===== src/rtl/muldiv_unit.sv =====
// -----------------------------------------------------------------------------
// muldiv_unit : iterative RV32M multiply/divide unit for the EX stage.
//
// One operation is accepted per start pulse while IDLE. The unit then performs
// one radix-2 step per cycle (shift-add multiply or restoring shift-subtract
// divide) and loads the registered result with a one-cycle done pulse.
//
// Ports:
//   CLK     in   rising-edge clock
//   RESET   in   asynchronous active-high reset
//   start   in   request strobe, sampled only in IDLE
//   op      in   funct3: MUL, MULH, MULHSU, MULHU, DIV, DIVU, REM, REMU
//   data1   in   rs1 operand (multiplicand / dividend)
//   data2   in   rs2 operand (multiplier / divisor)
//   flush   in   synchronous abort; wins over start and completion
//   busy    out  high in CALC and DONE
//   done    out  one-cycle pulse, result valid in that cycle
//   result  out  registered result, held until the next completion
//
// Optional build macro: MULDIV_EARLY_OUT_EN
//   When defined, divide-by-zero, signed overflow and multiply-by-zero finish
//   one edge after acceptance. Results are identical in both builds.
// -----------------------------------------------------------------------------
module muldiv_unit #(
    parameter int WIDTH = 32
) (
    input  logic             CLK,
    input  logic             RESET,
    input  logic             start,
    input  logic [2:0]       op,
    input  logic [WIDTH-1:0] data1,
    input  logic [WIDTH-1:0] data2,
    input  logic             flush,
    output logic             busy,
    output logic             done,
    output logic [WIDTH-1:0] result
);

    localparam int CW = $clog2(WIDTH + 1);

    typedef enum logic [1:0] {
        IDLE = 2'd0,
        CALC = 2'd1,
        DONE = 2'd2
    } state_t;

    state_t             r_state;
    logic [CW-1:0]      r_cnt;
    logic [2:0]         r_op;
    logic [WIDTH-1:0]   r_data1;
    logic [2*WIDTH-1:0] r_mcand;
    logic [WIDTH-1:0]   r_mplier;
    logic [2*WIDTH-1:0] r_prod;
    logic [WIDTH-1:0]   r_rem;
    logic [WIDTH-1:0]   r_quo;
    logic [WIDTH-1:0]   r_dvsr;
    logic               r_neg;      // product / quotient sign
    logic               r_neg_r;    // remainder sign
    logic               r_dz;
    logic               r_ovf;
    logic               r_mzero;
    logic               r_busy;
    logic               r_done;
    logic [WIDTH-1:0]   r_result;

    // Operand sign handling at the accept edge
    logic             w_sign_a;
    logic             w_sign_b;
    logic             w_sa;
    logic             w_sb;
    logic [WIDTH-1:0] w_mag_a;
    logic [WIDTH-1:0] w_mag_b;
    logic             w_dz;
    logic             w_ovf;
    logic             w_mzero;

    // MULH, MULHSU, DIV, REM treat data1 as signed; MULH, DIV, REM also data2
    assign w_sign_a = (op == 3'b001) || (op == 3'b010) || (op == 3'b100) || (op == 3'b110);
    assign w_sign_b = (op == 3'b001) || (op == 3'b100) || (op == 3'b110);
    assign w_sa     = w_sign_a & data1[WIDTH-1];
    assign w_sb     = w_sign_b & data2[WIDTH-1];
    assign w_mag_a  = w_sa ? ({WIDTH{1'b0}} - data1) : data1;
    assign w_mag_b  = w_sb ? ({WIDTH{1'b0}} - data2) : data2;
    assign w_dz     = op[2] & (data2 == {WIDTH{1'b0}});
    assign w_ovf    = op[2] & ~op[0] & (data1 == {1'b1, {(WIDTH-1){1'b0}}})
                      & (data2 == {WIDTH{1'b1}});
    assign w_mzero  = ~op[2] & ((data1 == {WIDTH{1'b0}}) | (data2 == {WIDTH{1'b0}}));

    // Restoring-division step: shift next dividend bit into the partial remainder
    logic [WIDTH:0]   w_div_shift;
    logic             w_div_ge;
    logic [WIDTH-1:0] w_div_sub;

    assign w_div_shift = {r_rem, r_quo[WIDTH-1]};
    assign w_div_ge    = (w_div_shift >= {1'b0, r_dvsr});
    // When the trial succeeds the true difference is below the divisor,
    // so the low WIDTH bits of the subtraction are exact.
    assign w_div_sub   = w_div_shift[WIDTH-1:0] - r_dvsr;

    // High word of the negated product: ~hi plus carry-in from negating lo
    logic [WIDTH-1:0] w_prod_hi;
    assign w_prod_hi = r_neg ? (~r_prod[2*WIDTH-1:WIDTH]
                               + {{(WIDTH-1){1'b0}}, (r_prod[WIDTH-1:0] == {WIDTH{1'b0}})})
                             : r_prod[2*WIDTH-1:WIDTH];

    logic w_cnt_end;
    logic w_last;
    assign w_cnt_end = (r_cnt == CW'(WIDTH));
`ifdef MULDIV_EARLY_OUT_EN
    assign w_last = w_cnt_end | r_dz | r_ovf | r_mzero;
`else
    assign w_last = w_cnt_end;
`endif

    logic [WIDTH-1:0] w_norm;
    logic [WIDTH-1:0] w_result;

    // Final result selection with special-case overrides
    always_comb begin
        w_norm   = {WIDTH{1'b0}};
        w_result = {WIDTH{1'b0}};
        case (r_op)
            3'b000:                 w_norm = r_prod[WIDTH-1:0];
            3'b001, 3'b010, 3'b011: w_norm = w_prod_hi;
            3'b100, 3'b101:         w_norm = r_neg ? ({WIDTH{1'b0}} - r_quo) : r_quo;
            3'b110, 3'b111:         w_norm = r_neg_r ? ({WIDTH{1'b0}} - r_rem) : r_rem;
            default:                w_norm = {WIDTH{1'b0}};
        endcase
        if (r_mzero) begin
            w_result = {WIDTH{1'b0}};
        end else if (r_dz) begin
            w_result = r_op[1] ? r_data1 : {WIDTH{1'b1}};
        end else if (r_ovf) begin
            w_result = r_op[1] ? {WIDTH{1'b0}} : {1'b1, {(WIDTH-1){1'b0}}};
        end else begin
            w_result = w_norm;
        end
    end

    // Control FSM, datapath iteration and registered outputs
    always_ff @(posedge CLK or posedge RESET) begin
        if (RESET) begin
            r_state  <= IDLE;
            r_cnt    <= {CW{1'b0}};
            r_op     <= 3'b000;
            r_data1  <= {WIDTH{1'b0}};
            r_mcand  <= {(2*WIDTH){1'b0}};
            r_mplier <= {WIDTH{1'b0}};
            r_prod   <= {(2*WIDTH){1'b0}};
            r_rem    <= {WIDTH{1'b0}};
            r_quo    <= {WIDTH{1'b0}};
            r_dvsr   <= {WIDTH{1'b0}};
            r_neg    <= 1'b0;
            r_neg_r  <= 1'b0;
            r_dz     <= 1'b0;
            r_ovf    <= 1'b0;
            r_mzero  <= 1'b0;
            r_busy   <= 1'b0;
            r_done   <= 1'b0;
            r_result <= {WIDTH{1'b0}};
        end else begin
            case (r_state)
                IDLE: begin
                    r_done <= 1'b0;
                    if (start && !flush) begin
                        r_op     <= op;
                        r_data1  <= data1;
                        r_neg    <= w_sa ^ w_sb;
                        r_neg_r  <= w_sa;
                        r_dz     <= w_dz;
                        r_ovf    <= w_ovf;
                        r_mzero  <= w_mzero;
                        r_mcand  <= {{WIDTH{1'b0}}, w_mag_a};
                        r_mplier <= w_mag_b;
                        r_prod   <= {(2*WIDTH){1'b0}};
                        r_rem    <= {WIDTH{1'b0}};
                        r_quo    <= w_mag_a;
                        r_dvsr   <= w_mag_b;
                        r_cnt    <= {CW{1'b0}};
                        r_busy   <= 1'b1;
                        r_state  <= CALC;
                    end
                end
                CALC: begin
                    if (flush) begin
                        r_busy  <= 1'b0;
                        r_done  <= 1'b0;
                        r_state <= IDLE;
                    end else if (w_last) begin
                        r_result <= w_result;
                        r_done   <= 1'b1;
                        r_state  <= DONE;
                    end else begin
                        // Both datapaths step; only the one matching r_op is used
                        r_cnt    <= r_cnt + CW'(1);
                        r_prod   <= r_prod + (r_mplier[0] ? r_mcand : {(2*WIDTH){1'b0}});
                        r_mcand  <= r_mcand << 1;
                        r_mplier <= r_mplier >> 1;
                        r_rem    <= w_div_ge ? w_div_sub : w_div_shift[WIDTH-1:0];
                        r_quo    <= {r_quo[WIDTH-2:0], w_div_ge};
                    end
                end
                DONE: begin
                    r_done  <= 1'b0;
                    r_busy  <= 1'b0;
                    r_state <= IDLE;
                end
                default: begin
                    r_done  <= 1'b0;
                    r_busy  <= 1'b0;
                    r_state <= IDLE;
                end
            endcase
        end
    end

    assign busy   = r_busy;
    assign done   = r_done;
    assign result = r_result;

endmodule


===== config.mk =====
export PLATFORM = sky130hd
export DESIGN_NAME = muldiv_unit
export DESIGN_NICKNAME = d
export VERILOG_FILES = /design/src/rtl/muldiv_unit.sv
export SDC_FILE = /design/constraint.sdc
export NUM_CORES = 1
export LEC_CHECK = 0
export BUFFER_PORTS_ARGS = -buffer_cell sky130_fd_sc_hd__buf_2
export CORE_UTILIZATION = 50
export CTS_CLUSTER_DIAMETER = 60
export DETAILED_ROUTE_END_ITERATION = 8
export GPL_TIMING_DRIVEN = 0
export PLACE_DENSITY = 0.74
export SLEW_MARGIN = 10
export SYNTH_ARGS = -nofsm -noshare
export SYNTH_HDL_FRONTEND = slang
export SYNTH_SLANG_ARGS = --single-unit
export TNS_END_PERCENT = 1

===== constraint.sdc =====
create_clock -name CLK -period 18.3 [get_ports CLK]
set_input_delay 3.66 -clock CLK [delete_from_list [all_inputs] [get_ports CLK]]
set_output_delay 3.66 -clock CLK [all_outputs]
set_load 0.05 [all_outputs]

==> impl_metrics.json, run 1 <==
{
  "status": "complete, no violations",
  "endpoint_kind": "flip-flop",
  "worst_slack_ns": 11.52,
  "postRouteAntennaNets": 0,
  "clkTransAtPathRegs_ns": 0.06,
  "initial_core_util_pct": 50.84,
  "num_rows": 78,
  "place.port_buffers": 104,
  "hold_start": "result[23]",
  "synthTopCellsByArea": "dfrtp_1, ha_1, nand2_1",
  "hpwlAfterDp_um": 67040,
  "reg2reg_from": "r_mplier[0]",
  "num_vias": 22217,
  "rsz0062_at_grt": "no",
  "die_h_um": 217.3,
  "boundaryPins": 105,
  "postSynthCellCount": 2697,
  "setup_violations": 0,
  "final.period_utilization_pct": 37.07,
  "slew_headroom_pct": 11.88,
  "track_usage_pct": 36.61,
  "finalClockSkew_ns": 0.02806,
  "syn_nets": 2874,
  "grt.overflow.total": 0,
  "grt_pass1_wl_um": 130700,
  "cts_root_buffer": "clkbuf_16",
  "rr_worst_depth": 15,
  "cts_setup_buffers": 0,
  "synth.largest_area_cell": "dfrtp_1",
  "crit_required_ns": 18.75,
  "drcViolationCount": 0,
  "synth_area_um2": 23170,
  "cp.arrival_ns": 7.23,
  "core_um2": 45580,
  "synth_commonest_cells": "nand2_1, dfrtp_1, nor2_1, o21ai_0, a21oi_1",
  "final.min_clock_period_ns": 6.784,
  "post_cts_resized": 0,
  "synth_edf_count": 0,
  "hold_path_depth": 2,
  "synth_top_area_share_pct": 36.50,
  "nNetsFinal": 3030,
  "drive_gt1_share_pct": 7.511,
  "tritoncts": "built",
  "dr.first_iter.drc_count": 2324,
  "synth-main-ff-cell": "dfrtp_1",
  "max_cap_violations": 0,
  "die-area_um2": 47210,
  "grt_antenna_before_repair": 1,
  "vias_per_cell": 6.364,
  "ys_warn_count": 0,
  "die_w_um": 217.3,
  "peakVddDrop_v": 0.00008911,
  "cts_made_buffers": 47,
  "cts_max_level": 2,
  "n_fill_cell": 4104,
  "hold_class": "reg -> reg",
  "yosysMostFrequentCell": "nand2_1",
  "cts_sinks": 338,
  "r2r_slack_ns": 12.84,
  "power_density_nw_per_um2": 132.4,
  "avgSynthCellArea_um2": 8.592,
  "setup_tns_ns": 0,
  "holdPathEnd": "result[23]",
  "grt_start_max_net_pins": 100,
  "routed_wl_um": 86370,
  "hold_violations": 0,
  "insertion_delay_ns": 0.61,
  "synth_seq_area_share_pct": 36.50,
  "p_leak_uw": 0.01203,
  "finalMaxSlewViolations": 0,
  "multi_input_area_um2": 13800,
  "grt_pass1_vias": 21564,
  "regArea_um2": 8458,
  "r2r_end": "r_prod[57]",
  "crit_path_start_kind": "input port",
  "holdBufCountCts": 0,
  "cts_buffer_depth": 3,
  "crit_type": "in -> reg",
  "synth_seq_cells": 338,
  "syn2layout_area_growth_pct": 12.75,
  "dp_slack_ns": 11.14,
  "gp_congestion": 1.006,
  "tightest_slew_ns": 1.322,
  "routedWlPerCell_um": 24.74,
  "synth.distinct_cells": 81,
  "worstPathMaxFanout": 11,
  "synthArstFlopShare_pct": 100.0,
  "timing.fmax_mhz": 147.4,
  "drtPass1Iterations": 7
}
per-layer routing:
metal	share of wire (%)	global-route usage, %
met1	41	46.96
met2	46	58.39
met3	7.6	6.988
met4	5.8	19.55
met5	0	0
where the power goes:
group | internal [uW] | switching [uW] | leakage (uW)
sequential | 891 | 208 | 0.00444
clock | 559 | 379 | 0.000776
combinational | 557 | 864 | 0.00681
cell usage in the layout (no fill, tap or decap), types with 42 or more instances in the layout:
cell	netlist	layout
a21o_1	76	76
a21oi_1	187	187
a221o_1	94	94
a22o_1	42	42
and2_1	73	73
buf_2	2	106
clkbuf_1	147	154
clkbuf_16	0	49
dfrtp_1	338	338
ha_1	104	104
inv_1	90	89
nand2_1	342	342
nor2_1	210	210
o21ai_0	206	206
xnor2_1	98	98
xor2_1	129	129
layout make-up:
class / count / share of cell area, %
diodes: 2 / 0.01916
plain buffers: 155 / 2.236
clock buffers: 61 / 5.057
clock inverters: 24 / 1.006
inverters: 90 / 1.322
multi-input cells: 2114 / 52.80
flip-flops and latches: 338 / 32.37
well taps: 600 / 2.873
repair buffers: 107 / 2.308
worst max-delay path by stage:
stage	startpoint	slack [ns]	depth (start not counted)	endpoint
after floorplan	RESET	5.27	1	busy
after global placement	RESET	1.58	2	r_prod[33]
after detailed placement	data1[0]	11.14	12	r_mcand[30]
after CTS	data1[0]	11.76	12	r_mcand[30]
after global routing	data1[0]	11.40	12	r_mcand[30]
final	flush	11.52	9	r_mplier[0]
worst max-delay path: stages:
cell      delay, ns
buf_2          0.11
inv_1          0.07
nand2_1        0.08
nor3_1         0.71
o21ai_2        0.47
clkbuf_1       0.57
clkbuf_1       0.57
a222oi_1       0.89
inv_1          0.10
state kept, by name, summed over array words and instances (netlist names), 2 cells and up:
| signal | flops |
|---|---|
| r_rem | 32 |
| r_quo | 32 |
| r_mcand | 64 |
| r_dvsr | 32 |
| r_prod | 64 |
| r_op | 3 |
| r_state | 2 |
| r_mplier | 32 |
| result | 32 |
| r_cnt | 6 |
| r_data1 | 32 |
cell families after synthesis:
logic type / Yosys count / synth area share (%)
simple gates: 887 / 18.28
flops: 338 / 36.50
fa+ha+maj: 106 / 5.788
compound gates: 862 / 25.49
xor+xnor: 227 / 8.580
mux: 32 / 1.382
buf+inv: 245 / 3.979
per-stage QoR:
| step | std cells | area (um2) | power [uW] | util (%) | hold slack (ns) |
|---|---|---|---|---|---|
| after CTS | 3489 | 26120 | 3435 | 57.31 | 0.4786 |
| after floorplan | 2697 | 23170 | 2041 | - | 0.4415 |
| after detailed placement | 3404 | 24540 | 2488 | 53.84 | 0.4661 |
| after global placement | 3401 | 24440 | 2454 | 53.63 | 0.4549 |
| after global routing | 3489 | 26120 | 3640 | 57.31 | 0.4924 |
| final | 3491 | 26130 | 3458 | 57.32 | 0.4741 |
Note: power is estimated with default switching activity, not from simulation.
==> run 2, diff against run 1 <==
--- a/config.mk
+++ b/config.mk
@@ -5,6 +5,7 @@
 export SDC_FILE = /design/constraint.sdc
 export NUM_CORES = 1
 export LEC_CHECK = 0
+export ABC_AREA = 1
 export BUFFER_PORTS_ARGS = -buffer_cell sky130_fd_sc_hd__buf_2
 export CORE_UTILIZATION = 50
 export CTS_CLUSTER_DIAMETER = 60
==> constraint.sdc (replaced) <==
create_clock -name CLK -period 6.7 [get_ports CLK]
set_input_delay 1.34 -clock CLK [delete_from_list [all_inputs] [get_ports CLK]]
set_output_delay 1.34 -clock CLK [all_outputs]
set_load 0.05 [all_outputs]
==> run 2 against run 1 <==
Clock power grew to 2.9 times the previous value. Highest routed layer is now met5. Critical endpoint is now r_prod[58]. Area after synthesis rose by 16%. Register-to-register slack lost 11 ns. Clock skew increased by 0.018 ns.
==> impl_metrics.json, run 2 <==
{
  "synth-main-ff-cell": "dfrtp_1",
  "reg2reg_from": "r_mplier[0]",
  "status": "complete, no violations",
  "crit_path_start_kind": "flip-flop",
  "die_w_um": 234.0,
  "ys_warn_count": 0,
  "crit_required_ns": 7.24,
  "hold_ws_ns": 0.4764,
  "n_fill_cell": 5247,
  "layout_commonest_cell": "nand2_1",
  "synth_seq_cells": 338,
  "final_cells": 4999,
  "synth.distinct_cells": 65,
  "hold_violations": 0,
  "intPower_uw": 5773,
  "synthArstFlopShare_pct": 100.0,
  "p_sw_uw": 5368,
  "power_frac_clock_pct": 24.7,
  "hold_class": "reg -> reg",
  "cts_setup_buffers": 0,
  "final.period_utilization_pct": 71.21,
  "cp.arrival_ns": 5.31,
  "initial_core_util_pct": 50.93,
  "r2r_slack_ns": 1.93,
  "timing.fmax_mhz": 209.6,
  "rr_worst_depth": 16,
  "synth.largest_area_cell": "dfrtp_1",
  "routedWlPerCell_um": 22.20,
  "power_density_nw_per_um2": 367.7,
  "synth_commonest_cells": "nand2_1, inv_1, nor2_1, dfrtp_1, nand3_1",
  "seq_power_share_pct": 26.9,
  "tritoncts": "built",
  "cts_sinks": 338,
  "clkTransAtPathRegs_ns": 0.06,
  "p_leak_uw": 0.01559,
  "insertion_delay_ns": 0.63,
  "top_regs": "r_mcand (64), r_prod (64)",
  "grt-busiest-layer": "met2",
  "r2r_end": "r_prod[58]",
  "dr.first_iter.drc_count": 3864,
  "drive_gt1_share_pct": 9.443,
  "track_usage_pct": 40.38,
  "core_um2": 52870,
  "grt_antenna_before_repair": 1,
  "slew_headroom_pct": 16.44,
  "hold_start": "r_data1[0]",
  "drcViolationCount": 0,
  "postSynthCellCount": 4103,
  "grt_pass1_vias": 26666,
  "endpoint_kind": "flip-flop",
  "boundaryPins": 105,
  "setup_violations": 0,
  "pwr-share-comb_pct": 48.4,
  "finalClockSkew_ns": 0.04580,
  "layout_common_cells": "nand2_1, inv_1, nor2_1",
  "cts_root_buffer": "clkbuf_16",
  "num_vias": 29412,
  "startpoint": "r_mplier[0]",
  "grt.overflow.total": 0,
  "grt_start_max_net_pins": 38,
  "final.min_clock_period_ns": 4.771,
  "holdPathEnd": "r_data1[0]",
  "p_sw_share_pct": 48.18,
  "synth_edf_count": 0,
  "drtPass1Iterations": 6,
  "use_met3_pct": 8.341,
  "nNetsFinal": 4446,
  "avgSynthCellArea_um2": 6.562,
  "synth_seq_area_share_pct": 31.42,
  "cts_made_buffers": 49,
  "syn2layout_area_growth_pct": 12.54,
  "holdBufCountCts": 0,
  "grt_pass1_wl_um": 164100,
  "post_cts_resized": 0,
  "vias_per_cell": 5.884,
  "gp_congestion": 1.048,
  "num_rows": 84,
  "postRouteAntennaNets": 0,
  "die-area_um2": 54780,
  "synthTopCellsByArea": "dfrtp_1, nand2_1, inv_1",
  "use_met2_pct": 58.40,
  "dp_slack_ns": 2.205,
  "yosysMostFrequentCell": "nand2_1",
  "syn_nets": 4280,
  "rsz0062_at_grt": "no",
  "hpwlAfterDp_um": 89520,
  "worst_slack_ns": 1.929,
  "finalMaxSlewViolations": 0,
  "tightest_slew_ns": 1.253,
  "routed_wl_um": 111000,
  "worstPathMaxFanout": 10,
  "peakVddDrop_v": 0.0002198,
  "die_h_um": 234.0,
  "synth_top_area_share_pct": 31.42,
  "grtUsageMet1_pct": 57.91,
  "crit_type": "reg -> reg",
  "post-place-cells": 4906,
  "cts_buffer_depth": 3,
  "synth_area_um2": 26920,
  "cts_max_level": 2,
  "hold_path_depth": 2,
  "place.port_buffers": 104,
  "max_cap_violations": 0
}
==> run 2: changes by cell type in the layout (fill, tap and decap cells not counted), sizes merged, moves of 45 or more <==
| cell | change |
|---|---|
| o21ai | +102 |
| a221o | -94 |
| xnor2 | -78 |
| a21oi | +45 |
| nand2 | +796 |
| a21o | -69 |
| xor2 | -88 |
| nand3 | +339 |
| buf | +62 |
| clkbuf | -80 |
| inv | +521 |
| nor2 | +197 |
| and2 | -68 |
| a22oi | +59 |
==> run 2: power groups by stage <==
stage | Clock [uW] | Sequential [uW] | Combinational (uW)
after floorplan | 0 | 2780 | 3720
after global placement | 0 | 2990 | 5140
after detailed placement | 0 | 2990 | 5200
after CTS | 2770 | 2960 | 5230
after global routing | 2850 | 3020 | 5840
final | 2760 | 3000 | 5390
==> run 2: metrics by stage <==
step	utilization, %	area, um2	total power [uW]	setup TNS, ns
after floorplan	-	26930	6495	0
after global placement	53.55	28310	8135	-446.75
after detailed placement	54.00	28550	8186	0
after CTS	57.31	30300	10960	0
after global routing	57.31	30300	11710	0
final	57.31	30300	11140	0
==> run 2: worst max path at each step <==
stage	slack (ns)	to	cells after the start
detailed placement	2.21	r_prod[58]	17
global placement	-1.35	r_cnt[1]	2
floorplan	0.84	busy	1
finish	1.93	r_prod[58]	16
global route	1.83	r_prod[58]	17
CTS	2.19	r_prod[58]	17
==> run 2: layer usage <==
metal | share of wire [%] | vias to the layer above
met5 | 0.024 | -
met4 | 4.7 | 4
met3 | 11 | 253
met2 | 41 | 1572
met1 | 43 | 13816
li1 | - | 13767
==> run 2: logic make-up (layout without fill, tap and decap cells) <==
logic type      count (synthesis)  after routing  synth area share [%]
simple gates                 2057           2057                 33.46
fa+ha+maj                     106            106                 4.982
buf+inv                       743            950                 10.97
flops                         338            338                 31.42
other cells                     0              1                     0
xor+xnor                       61             61                 1.984
compound gates                798            798                 17.19
==> run 2: area by class of cell <==
| cell class | count | area (um2) | area share (%) |
|---|---|---|---|
| tap | 688 | 860.8 | 2.841 |
| sequential | 338 | 8458 | 27.92 |
| clock inverter | 34 | 436.7 | 1.441 |
| clock buffer | 58 | 1310 | 4.324 |
| antenna | 1 | 2.502 | 0.008259 |
| multi-input combinational | 3022 | 15510 | 51.19 |
| buffer | 132 | 651.9 | 2.151 |
| inverter | 611 | 2305 | 7.607 |
| timing repair buffer | 115 | 763.2 | 2.519 |
==> run 2: critical path, cell delays in order (launching register included) <==
cell      delay, ns
dfrtp_1        0.55
clkbuf_1       0.81
clkbuf_1       0.62
nand2_1        0.11
inv_1          0.08
ha_1           0.18
fa_1           0.23
nand3_1        0.08
nand3_1        0.29
a21oi_1        0.21
o21bai_1       0.43
nand3_1        0.15
nand2_1        0.28
nand3_1        0.22
nand3_1        0.15
nand3_1        0.16
nand2_1        0.15
